## config.mk

```make
export PLATFORM = sky130hd
export DESIGN_NAME = resample_upsample_n
export DESIGN_NICKNAME = d
export VERILOG_FILES = /design/src/rtl/resample_codes_pkg.sv /design/src/rtl/resample_lane_interp.sv /design/src/rtl/resample_upsample_n.sv
export SDC_FILE = /design/constraint.sdc
export NUM_CORES = 2
export LEC_CHECK = 0
export CELL_PAD_IN_SITES_DETAIL_PLACEMENT = 0
export CELL_PAD_IN_SITES_GLOBAL_PLACEMENT = 1
export CORE_MARGIN = 2
export CORE_UTILIZATION = 47
export CTS_BUF_LIST = sky130_fd_sc_hd__clkbuf_16
export DETAILED_ROUTE_END_ITERATION = 16
export PLACE_DENSITY = 0.86
export SLEW_MARGIN = 20
export SYNTH_ARGS = -nofsm -noshare
export SYNTH_HDL_FRONTEND = slang
export SYNTH_HIERARCHICAL = 1
export SYNTH_SLANG_ARGS = --single-unit
```

## constraint.sdc

```tcl
create_clock -name clk -period 7.6 [get_ports clk]
set_input_delay 1.9 -clock clk [delete_from_list [all_inputs] [get_ports clk]]
set_output_delay 1.9 -clock clk [all_outputs]
set_load 0.03 [all_outputs]
```

## src/rtl/resample_codes_pkg.sv

```systemverilog
// Shared resample codes: chroma formats, FSM states, vertical weights, position codes.
package resample_codes;

    // Chroma subsampling of an input beat; both 1x codes mean full-rate chroma.
    typedef enum logic [1:0] {
        FMT_420     = 2'b00,
        FMT_422     = 2'b01,
        FMT_444     = 2'b10,
        FMT_444_ALT = 2'b11
    } chroma_fmt_t;

    // Upsampler control states.
    typedef enum logic [1:0] {
        ST_IDLE  = 2'd0,
        ST_BLEND = 2'd1,
        ST_SHIFT = 2'd2
    } ups_state_t;

    // Position codes carried alongside each beat (shared with addrgen/dta).
    localparam logic [2:0] POS_INTERIOR    = 3'd0;
    localparam logic [2:0] POS_LINE_START  = 3'd1;
    localparam logic [2:0] POS_LINE_END    = 3'd2;
    localparam logic [2:0] POS_FRAME_START = 3'd3;
    localparam logic [2:0] POS_FRAME_END   = 3'd4;

    // Upper-row weight out of 4 for a vertical phase (4:0, 3:1, 2:2, 1:3).
    function automatic logic [2:0] vphase_w_upper(input logic [1:0] vphase);
        logic [2:0] w;
        case (vphase)
            2'd0:    w = 3'd4;
            2'd1:    w = 3'd3;
            2'd2:    w = 3'd2;
            default: w = 3'd1;
        endcase
        return w;
    endfunction

    // Lower-row weight out of 4; upper + lower always sum to 4.
    function automatic logic [2:0] vphase_w_lower(input logic [1:0] vphase);
        return {1'b0, vphase};
    endfunction

endpackage

```

## src/rtl/resample_lane_interp.sv

```systemverilog
// Whole-beat chroma interpolator: vertical blend (4:2:0 only), then horizontal
// doubling for 4:2:x, or pass-through for 4:4:4. Purely combinational.
module resample_lane_interp
    import resample_codes::*;
#(
    parameter int PIX_W = 8,
    parameter int LANES = 16
) (
    input  logic [1:0]             fmt,
    input  logic [1:0]             vphase,
    input  logic [LANES*PIX_W-1:0] u_upper,
    input  logic [LANES*PIX_W-1:0] u_lower,
    input  logic [LANES*PIX_W-1:0] v_upper,
    input  logic [LANES*PIX_W-1:0] v_lower,
    output logic [LANES*PIX_W-1:0] u_out,
    output logic [LANES*PIX_W-1:0] v_out
);

    localparam int HALF = LANES / 2;

    logic [2:0] w_up;
    logic [2:0] w_lo;

    // Weighted row blend; weights sum to 4 so the sum never exceeds PIX_W+2 bits.
    function automatic logic [PIX_W-1:0] vblend(input logic [PIX_W-1:0] up,
                                                input logic [PIX_W-1:0] lo,
                                                input logic [2:0]       wu,
                                                input logic [2:0]       wl);
        logic [PIX_W+1:0] acc;
        acc = (PIX_W+2)'(wu) * (PIX_W+2)'(up) + (PIX_W+2)'(wl) * (PIX_W+2)'(lo)
              + (PIX_W+2)'(2);
        return acc[PIX_W+1:2];
    endfunction

    // Rounded mean of two neighbouring chroma samples.
    function automatic logic [PIX_W-1:0] havg(input logic [PIX_W-1:0] a,
                                              input logic [PIX_W-1:0] b);
        logic [PIX_W:0] s;
        s = {1'b0, a} + {1'b0, b} + (PIX_W+1)'(1);
        return s[PIX_W:1];
    endfunction

    // One chroma plane: build the column samples, then spread them over luma lanes.
    function automatic logic [LANES*PIX_W-1:0] upsample_plane(
        input logic [LANES*PIX_W-1:0] up,
        input logic [LANES*PIX_W-1:0] lo,
        input logic [1:0]             f,
        input logic [2:0]             wu,
        input logic [2:0]             wl);
        logic [PIX_W-1:0]       c [LANES];
        logic [LANES*PIX_W-1:0] res;
        for (int k = 0; k < LANES; k++) begin
            if (f == FMT_420)
                c[k] = vblend(up[k*PIX_W +: PIX_W], lo[k*PIX_W +: PIX_W], wu, wl);
            else
                c[k] = up[k*PIX_W +: PIX_W];
        end
        res = '0;
        if (f[1]) begin
            for (int k = 0; k < LANES; k++)
                res[k*PIX_W +: PIX_W] = c[k];
        end else begin
            for (int i = 0; i < HALF; i++) begin
                res[(2*i)*PIX_W +: PIX_W] = c[i];
                // The last odd lane has no right neighbour and replicates.
                if (i == HALF - 1)
                    res[(2*i+1)*PIX_W +: PIX_W] = c[i];
                else
                    res[(2*i+1)*PIX_W +: PIX_W] = havg(c[i], c[i+1]);
            end
        end
        return res;
    endfunction

    // Interpolate both chroma planes from the latched beat.
    always_comb begin
        w_up  = vphase_w_upper(vphase);
        w_lo  = vphase_w_lower(vphase);
        u_out = upsample_plane(u_upper, u_lower, fmt, w_up, w_lo);
        v_out = upsample_plane(v_upper, v_lower, fmt, w_up, w_lo);
    end

endmodule

```

## src/rtl/resample_upsample_n.sv

```systemverilog
// Chroma upsampler: latches one beat of LANES luma pixels with chroma rows,
// blends chroma in one cycle, then emits one 4:4:4 pixel per cycle into the
// pixel fifo, pausing while the fifo reports almost-full.
//
// Handshake: a beat transfers on a rising clk edge where in_valid & in_ready;
// in_valid must hold its beat stable until then. in_ready never depends on
// in_valid. Output side has no ready: pixel_wr_en is a one-cycle write strobe
// that is withheld while pixel_wr_almost_full is high.
module resample_upsample_n
    import resample_codes::*;
#(
    parameter int PIX_W = 8,
    parameter int LANES = 16
) (
    input  logic                   clk,
    input  logic                   rst,
    input  logic [1:0]             chroma_format,
    input  logic                   in_valid,
    output logic                   in_ready,
    input  logic [LANES*PIX_W-1:0] in_y,
    input  logic [LANES*PIX_W-1:0] in_osd,
    input  logic [LANES*PIX_W-1:0] in_u_upper,
    input  logic [LANES*PIX_W-1:0] in_u_lower,
    input  logic [LANES*PIX_W-1:0] in_v_upper,
    input  logic [LANES*PIX_W-1:0] in_v_lower,
    input  logic [1:0]             in_vphase,
    input  logic [2:0]             in_position,
    input  logic                   pixel_wr_almost_full,
    output logic [PIX_W-1:0]       y,
    output logic [PIX_W-1:0]       u,
    output logic [PIX_W-1:0]       v,
    output logic [PIX_W-1:0]       osd_out,
    output logic [2:0]             position_out,
    output logic                   pixel_wr_en,
    output logic                   busy,
    output logic [1:0]             state_dbg
);

    localparam int             LW        = $clog2(LANES);
    localparam logic [LW-1:0]  LAST_LANE = LW'(LANES - 1);

    ups_state_t             state_q, state_d;
    logic [LW-1:0]          lane_q;
    logic                   ready_en_q;

    logic [1:0]             fmt_q;
    logic [1:0]             vph_q;
    logic [2:0]             pos_q;
    logic [LANES*PIX_W-1:0] y_q, osd_q, uu_q, ul_q, vu_q, vl_q;

    logic [LANES*PIX_W-1:0] u_c, v_c;
    logic [LANES*PIX_W-1:0] u_q, v_q;

    logic [PIX_W-1:0]       last_y_q, last_u_q, last_v_q, last_osd_q;
    logic [2:0]             last_pos_q;

    logic                   accept;
    logic                   last_lane;
    logic                   emit;
    logic [PIX_W-1:0]       cur_y, cur_u, cur_v, cur_osd;

    assign last_lane = (lane_q == LAST_LANE);
    assign emit      = (state_q == ST_SHIFT) && !pixel_wr_almost_full;
    // ready_en_q keeps in_ready low during reset and releases it one clock later.
    assign in_ready  = ready_en_q &&
                       ((state_q == ST_IDLE) ||
                        ((state_q == ST_SHIFT) && last_lane && !pixel_wr_almost_full));
    assign accept    = in_valid && in_ready;
    assign busy      = (state_q != ST_IDLE);
    assign state_dbg = state_q;

    resample_lane_interp #(
        .PIX_W (PIX_W),
        .LANES (LANES)
    ) u_interp (
        .fmt     (fmt_q),
        .vphase  (vph_q),
        .u_upper (uu_q),
        .u_lower (ul_q),
        .v_upper (vu_q),
        .v_lower (vl_q),
        .u_out   (u_c),
        .v_out   (v_c)
    );

    // Next-state: one blend cycle per beat, then shift lanes until the last one.
    always_comb begin
        state_d = state_q;
        case (state_q)
            ST_IDLE:  if (accept) state_d = ST_BLEND;
            ST_BLEND: state_d = ST_SHIFT;
            ST_SHIFT: if (emit && last_lane) state_d = accept ? ST_BLEND : ST_IDLE;
            default:  state_d = ST_IDLE;
        endcase
    end

    // State register, lane counter and post-reset ready enable.
    always_ff @(posedge clk or negedge rst) begin
        if (!rst) begin
            state_q    <= ST_IDLE;
            lane_q     <= '0;
            ready_en_q <= 1'b0;
        end else begin
            state_q    <= state_d;
            ready_en_q <= 1'b1;
            if (emit) lane_q <= last_lane ? '0 : lane_q + LW'(1);
        end
    end

    // Capture the raw beat and its sideband fields on accept.
    always_ff @(posedge clk or negedge rst) begin
        if (!rst) begin
            fmt_q <= '0;
            vph_q <= '0;
            pos_q <= '0;
            y_q   <= '0;
            osd_q <= '0;
            uu_q  <= '0;
            ul_q  <= '0;
            vu_q  <= '0;
            vl_q  <= '0;
        end else if (accept) begin
            fmt_q <= chroma_format;
            vph_q <= in_vphase;
            pos_q <= in_position;
            y_q   <= in_y;
            osd_q <= in_osd;
            uu_q  <= in_u_upper;
            ul_q  <= in_u_lower;
            vu_q  <= in_v_upper;
            vl_q  <= in_v_lower;
        end
    end

    // Register the interpolated chroma during the blend cycle.
    always_ff @(posedge clk or negedge rst) begin
        if (!rst) begin
            u_q <= '0;
            v_q <= '0;
        end else if (state_q == ST_BLEND) begin
            u_q <= u_c;
            v_q <= v_c;
        end
    end

    // Remember the last emitted pixel so outputs hold while stalled or idle.
    always_ff @(posedge clk or negedge rst) begin
        if (!rst) begin
            last_y_q   <= '0;
            last_u_q   <= '0;
            last_v_q   <= '0;
            last_osd_q <= '0;
            last_pos_q <= POS_INTERIOR;
        end else if (emit) begin
            last_y_q   <= cur_y;
            last_u_q   <= cur_u;
            last_v_q   <= cur_v;
            last_osd_q <= cur_osd;
            last_pos_q <= pos_q;
        end
    end

    // Lane select and output mux: live lane while emitting, otherwise the held pixel.
    always_comb begin
        cur_y        = y_q[int'(lane_q)*PIX_W +: PIX_W];
        cur_u        = u_q[int'(lane_q)*PIX_W +: PIX_W];
        cur_v        = v_q[int'(lane_q)*PIX_W +: PIX_W];
        cur_osd      = osd_q[int'(lane_q)*PIX_W +: PIX_W];
        pixel_wr_en  = emit;
        y            = emit ? cur_y   : last_y_q;
        u            = emit ? cur_u   : last_u_q;
        v            = emit ? cur_v   : last_v_q;
        osd_out      = emit ? cur_osd : last_osd_q;
        position_out = emit ? pos_q   : last_pos_q;
    end

endmodule
```

# Yosys cells after proc, flatten, opt, wreduce, memory -nomap -nowiden
# Cells that the tools add are included.
# totals
ff_bits	1073
inputBits	779
output_inout_bits	40
# classes
n_addsub	93
n_mul	64
n_eq_ne	7
shifts	4
n_mux	45
n_reduce_logical	13
# op_table
cell	count
$shiftx 128x8->8	4
$add 10x10->10	32
$add 10x2->10 const B	32
$mul 2x8->10	32
$mul 3x8->10	32
$mux 8	36
$mux 128	2
$add 8x8->9	14
$add 9x1->9 const B	14
$pmux 3 s3	1
$logic_and 1x1->1	6
$logic_not 2->1	3
$pmux 2 s3	1
$add 4x1->4 const B	1
$eq 2x1->1 const B	2
$eq 2x2->1 const B	2
$eq 4x4->1 const B	1
$mux 2	2
$mux 4	1
$mux 3	1
$ne 2x1->1 const B	1
$ne 2x2->1 const B	1
$reduce_and 2->1	1
$reduce_bool 2->1	1
3 further kinds	3

# Longest topological paths before layout
# depth
word_depth	9
depth_mapped	32
ltp_nobuf	27

# Modules after synthesis
# The synthesis kept the hierarchy.
# by_module_without_submodules
module	n_inst	cells_each	area_each_um2
resample_upsample_n	1	2636	44589.0
resample_lane_interp	1	3506	26817.0

# Worst setup path before layout
# OpenSTA, ideal clock, no wires.
# synth_timing
path_kind	register to register
startpoint	register vph_q[1]
endpoint	register v_q[31]
setup_ns	0.125
arrival_time_ns	6.855
t_required_ns	7.475
setup_slack_ns	0.620
path_stages_with_launch	29
path_buffers	7
synth_period_minus_slack_ns	6.980
cell_sequence	dfrtp_1 -> clkbuf_1 -> clkbuf_1 -> clkbuf_1 -> inv_1 -> ha_1 -> clkbuf_1 -> clkbuf_1 -> clkbuf_1 -> clkbuf_1 -> and2_1 -> fa_1 -> inv_1 -> fa_1 -> inv_1 -> fa_1 -> inv_1 -> fa_1 -> nor4b_1 -> a21oi_1 -> fa_1 -> a21o_1 -> a21o_1 -> maj3_1 -> maj3_1 -> nor2b_1 -> o21ai_1 -> a31oi_1 -> mux2_2
# synth_between
elab_chain_cells	9
# synth_rtl
element	line_no	text
start: declaration	resample_upsample_n.sv:47	logic [1:0] vph_q;
start signal: assignment	resample_upsample_n.sv:124	vph_q <= in_vphase;
$eq 2x2->1, or another cell as far along	resample_codes_pkg.sv:29	case (vphase)
$pmux 3 s3	resample_codes_pkg.sv:29	
$mul 3x8->10	resample_lane_interp.sv:30	acc = (PIX_W+2)'(wu) * (PIX_W+2)'(up) + (PIX_W+2)'(wl) * (PIX_W+2)'(lo)
$add 10x10->10	resample_lane_interp.sv:30	
$add 10x2->10	resample_lane_interp.sv:31	+ (PIX_W+2)'(2);
$mux 8	resample_lane_interp.sv:53	if (f == FMT_420)
$add 8x8->9	resample_lane_interp.sv:39	s = {1'b0, a} + {1'b0, b} + (PIX_W+1)'(1);
$add 9x1->9	resample_lane_interp.sv:39	
$mux 128 *	resample_lane_interp.sv:59	if (f[1]) begin
via v_c[31]	resample_upsample_n.sv:51	logic [LANES*PIX_W-1:0] u_c, v_c;
end signal: assignment	resample_upsample_n.sv:142	v_q <= v_c;
end: declaration	resample_upsample_n.sv:52	logic [LANES*PIX_W-1:0] u_q, v_q;
# The timed path passes the listed nets; every way through them passes the cells marked *.
# A chain may end at the register's enable or synchronous reset.

# Worst setup path in the final report
# layout_timing
startpoint	input port pixel_wr_almost_full
endpoint	output port u[0]
# layout_between
elab_chain_cells	3
# layout_rtl
element	line_no	text
start: declaration	resample_upsample_n.sv:28	input logic pixel_wr_almost_full,
$logic_not 1->1	resample_upsample_n.sv:63	assign emit = (state_q == ST_SHIFT) && !pixel_wr_almost_full;
$logic_and 1x1->1	resample_upsample_n.sv:63	
$mux 8	n/a	
end: declaration	resample_upsample_n.sv:30	output logic [PIX_W-1:0] u,
# No other way between the ends.

==> run_results.csv <==
group,metric,value,unit
status,status,"finished clean",
place,place_hpwl,149,mm
sta,drv_slew,0,
clock_network,clkTransAtPathRegs,0.06,ns
setup_path,cp-end-kind,"primary output",
layout,final_cell_area,78100,um^2
clock_network,root_buffer,"clkbuf_16",
detailed_routing,drc,0,
die,fp.dieArea,145000,um^2
sta,relSlewSlack,22.7,%
sta,fmax,144,MHz
setup_path,cp_max_fo,17,
clock_network,cts_tree,"built",
synthesis,synthCells,5875,
die,initial_core_util,47.2,%
die,die_y,380,um
grt,grt_max_degree,176,
sta,worst_pin_slew,1.16,ns
detailed_routing,drt_pass1_iterations,7,
synthesis,synth_area,66600,um^2
clock_network,cts.sinks,945,
die,core_area,141000,um^2
worst_hold_path,hp-class,"reg2reg",
synthesis,synth_nets,7248,
clock_network,numCtsBuffers,107,
clock_network,clkLatencyLatePin,0.73,ns
synthesis,yosys_warnings,6,
clock_network,postCtsResizedCells,0,
layout,final_core_util,55.4,%
detailed_routing,vias,47420,
layout,areaGrowthSynthToFinish,17.3,%
sta,rsz0062_at_grt,"false",
detailed_routing,ant_nets,0,
die,rows,138,
clock_network,cts_hold_buf,0,
detailed_routing,drt-initial-drc-count,3141,
setup_path,worst-setup-path-type,"in2out",
sta,hold_ws,0.476,ns
grt,grt_pass1_wl,304,mm
sta,fin_crit_sh,91.2,%
grt,grt-ovfl-total,0,
place,gp_congestion,0.948,
detailed_routing,wire_per_inst,23.4,um
sta,timing.final.crit_period,6.93,ns
sta,tns,0,ns
clock_network,ctsHtreeMaxLevel,3,
sta,finClkSkew,0.0243,ns
synthesis,syn_area_per_cell,11.3,um^2
clock_network,clockBufferDepth,3,
grt,grt_pass1_vias,49014,
sta,finalSetupViolCount,0,
setup_path,crit_arrival,5.03,ns
job,maxCapViolations,0,
clock_network,postCtsSetupRepairBufs,0,
sta,hold_violations,0,
layout,num-fill-cells,12099,
place,port_buffers,690,
detailed_routing,finalWirelength,197,mm
grt,grt_use_total,27.3,%
worst_hold_path,worstHoldPathCells,2,
die,die_x,380,um
layout,fin_nets,7801,
die,ios,819,
grt,antenna_found_initial,45,
setup_path,crit_required,5.70,ns
layout,layout-drive-gt1-share,14.0,%
setup_path,start_kind,"input pin",
detailed_routing,via_per_inst,5.62,
setup_path,reg2regPathDepth,25,
place,place_area,74600,um^2
-- final timing paths --
path,from,endpoint,slack (ns)
worst max-delay path,pixel_wr_almost_full,u[0],0.67
worst min-delay path,last_pos_q[2],last_pos_q[2],0.48
worst max register to register,vph_q[1],v_q[110],0.80
worst min register to register,last_pos_q[2],last_pos_q[2],0.48
max in group asynchronous,rst,lane_q[3],4.80
min in group asynchronous,rst,vl_q[25],1.19
-- through the flow --
stage / std cells / worst slack, ns
2_1_floorplan: 5875 / 0.620
3_3_place_gp: 8209 / 0.749
3_5_place_dp: 8209 / 0.753
4_1_cts: 8405 / 0.739
5_1_grt: 8439 / 0.395
6_report: 8441 / 0.668
-- worst max-delay path: stages --
cell and delay, ns:
clkdlybuf4s50_1 0.41, or3b_2 0.65, inv_2 0.22, nand2_1 0.53
buf_4 0.47, o211ai_1 0.63, buf_12 0.20
-- metal layers --
layer | routed length [um] | GRT usage [%]
met4 | 9330 | 12.2
met1 | 83400 | 35.7
met3 | 9070 | 3.61
met2 | 95500 | 45.2
met5 | 9 | 0
-- sequential cells by signal (all words and copies together) (netlist names) --
| signal | cells |
|---|---|
| osd_q | 128 |
| u_q | 128 |
| uu_q | 128 |
| v_q | 128 |
| vu_q | 128 |
| y_q | 128 |
| ul_q | 64 |
| vl_q | 64 |
| last_osd_q | 8 |
| last_u_q | 8 |
| last_v_q | 8 |
| last_y_q | 8 |
| lane_q | 4 |
| last_pos_q | 3 |
| pos_q | 3 |
| fmt_q | 2 |
| state_dbg | 2 |
| vph_q | 2 |
| ready_en_q | 1 |
-- placed cells by master (no fill, tap or decap), drive strengths merged, types with 96 or more instances in the layout --
cell type and instances:
clkdlybuf4s50 671, inv 507, mux4 96, and2 422, mux2i 124, fa 334, nor2 105, o21ai 215
a21oi 137, ha 260, xnor2 164, buf 118, mux2 1007, dfrtp 945, clkbuf 109, nand2 480
-- final cells by class --
class                      count  area [um^2]  area share (%)
multi-input combinational   4105        38700            49.5
sequential                   945        23700            30.3
timing repair buffer         789         8100            10.4
clock buffer                 109         2730            3.49
tap                         1890         2360            3.03
inverter                     480         1800            2.31
clock inverter                87          693           0.887
antenna                       36         90.1           0.115
Power is left out: the tool's default activity adds up to more than one toggle a clock period on the data nets, which glitch-free logic cannot reach.
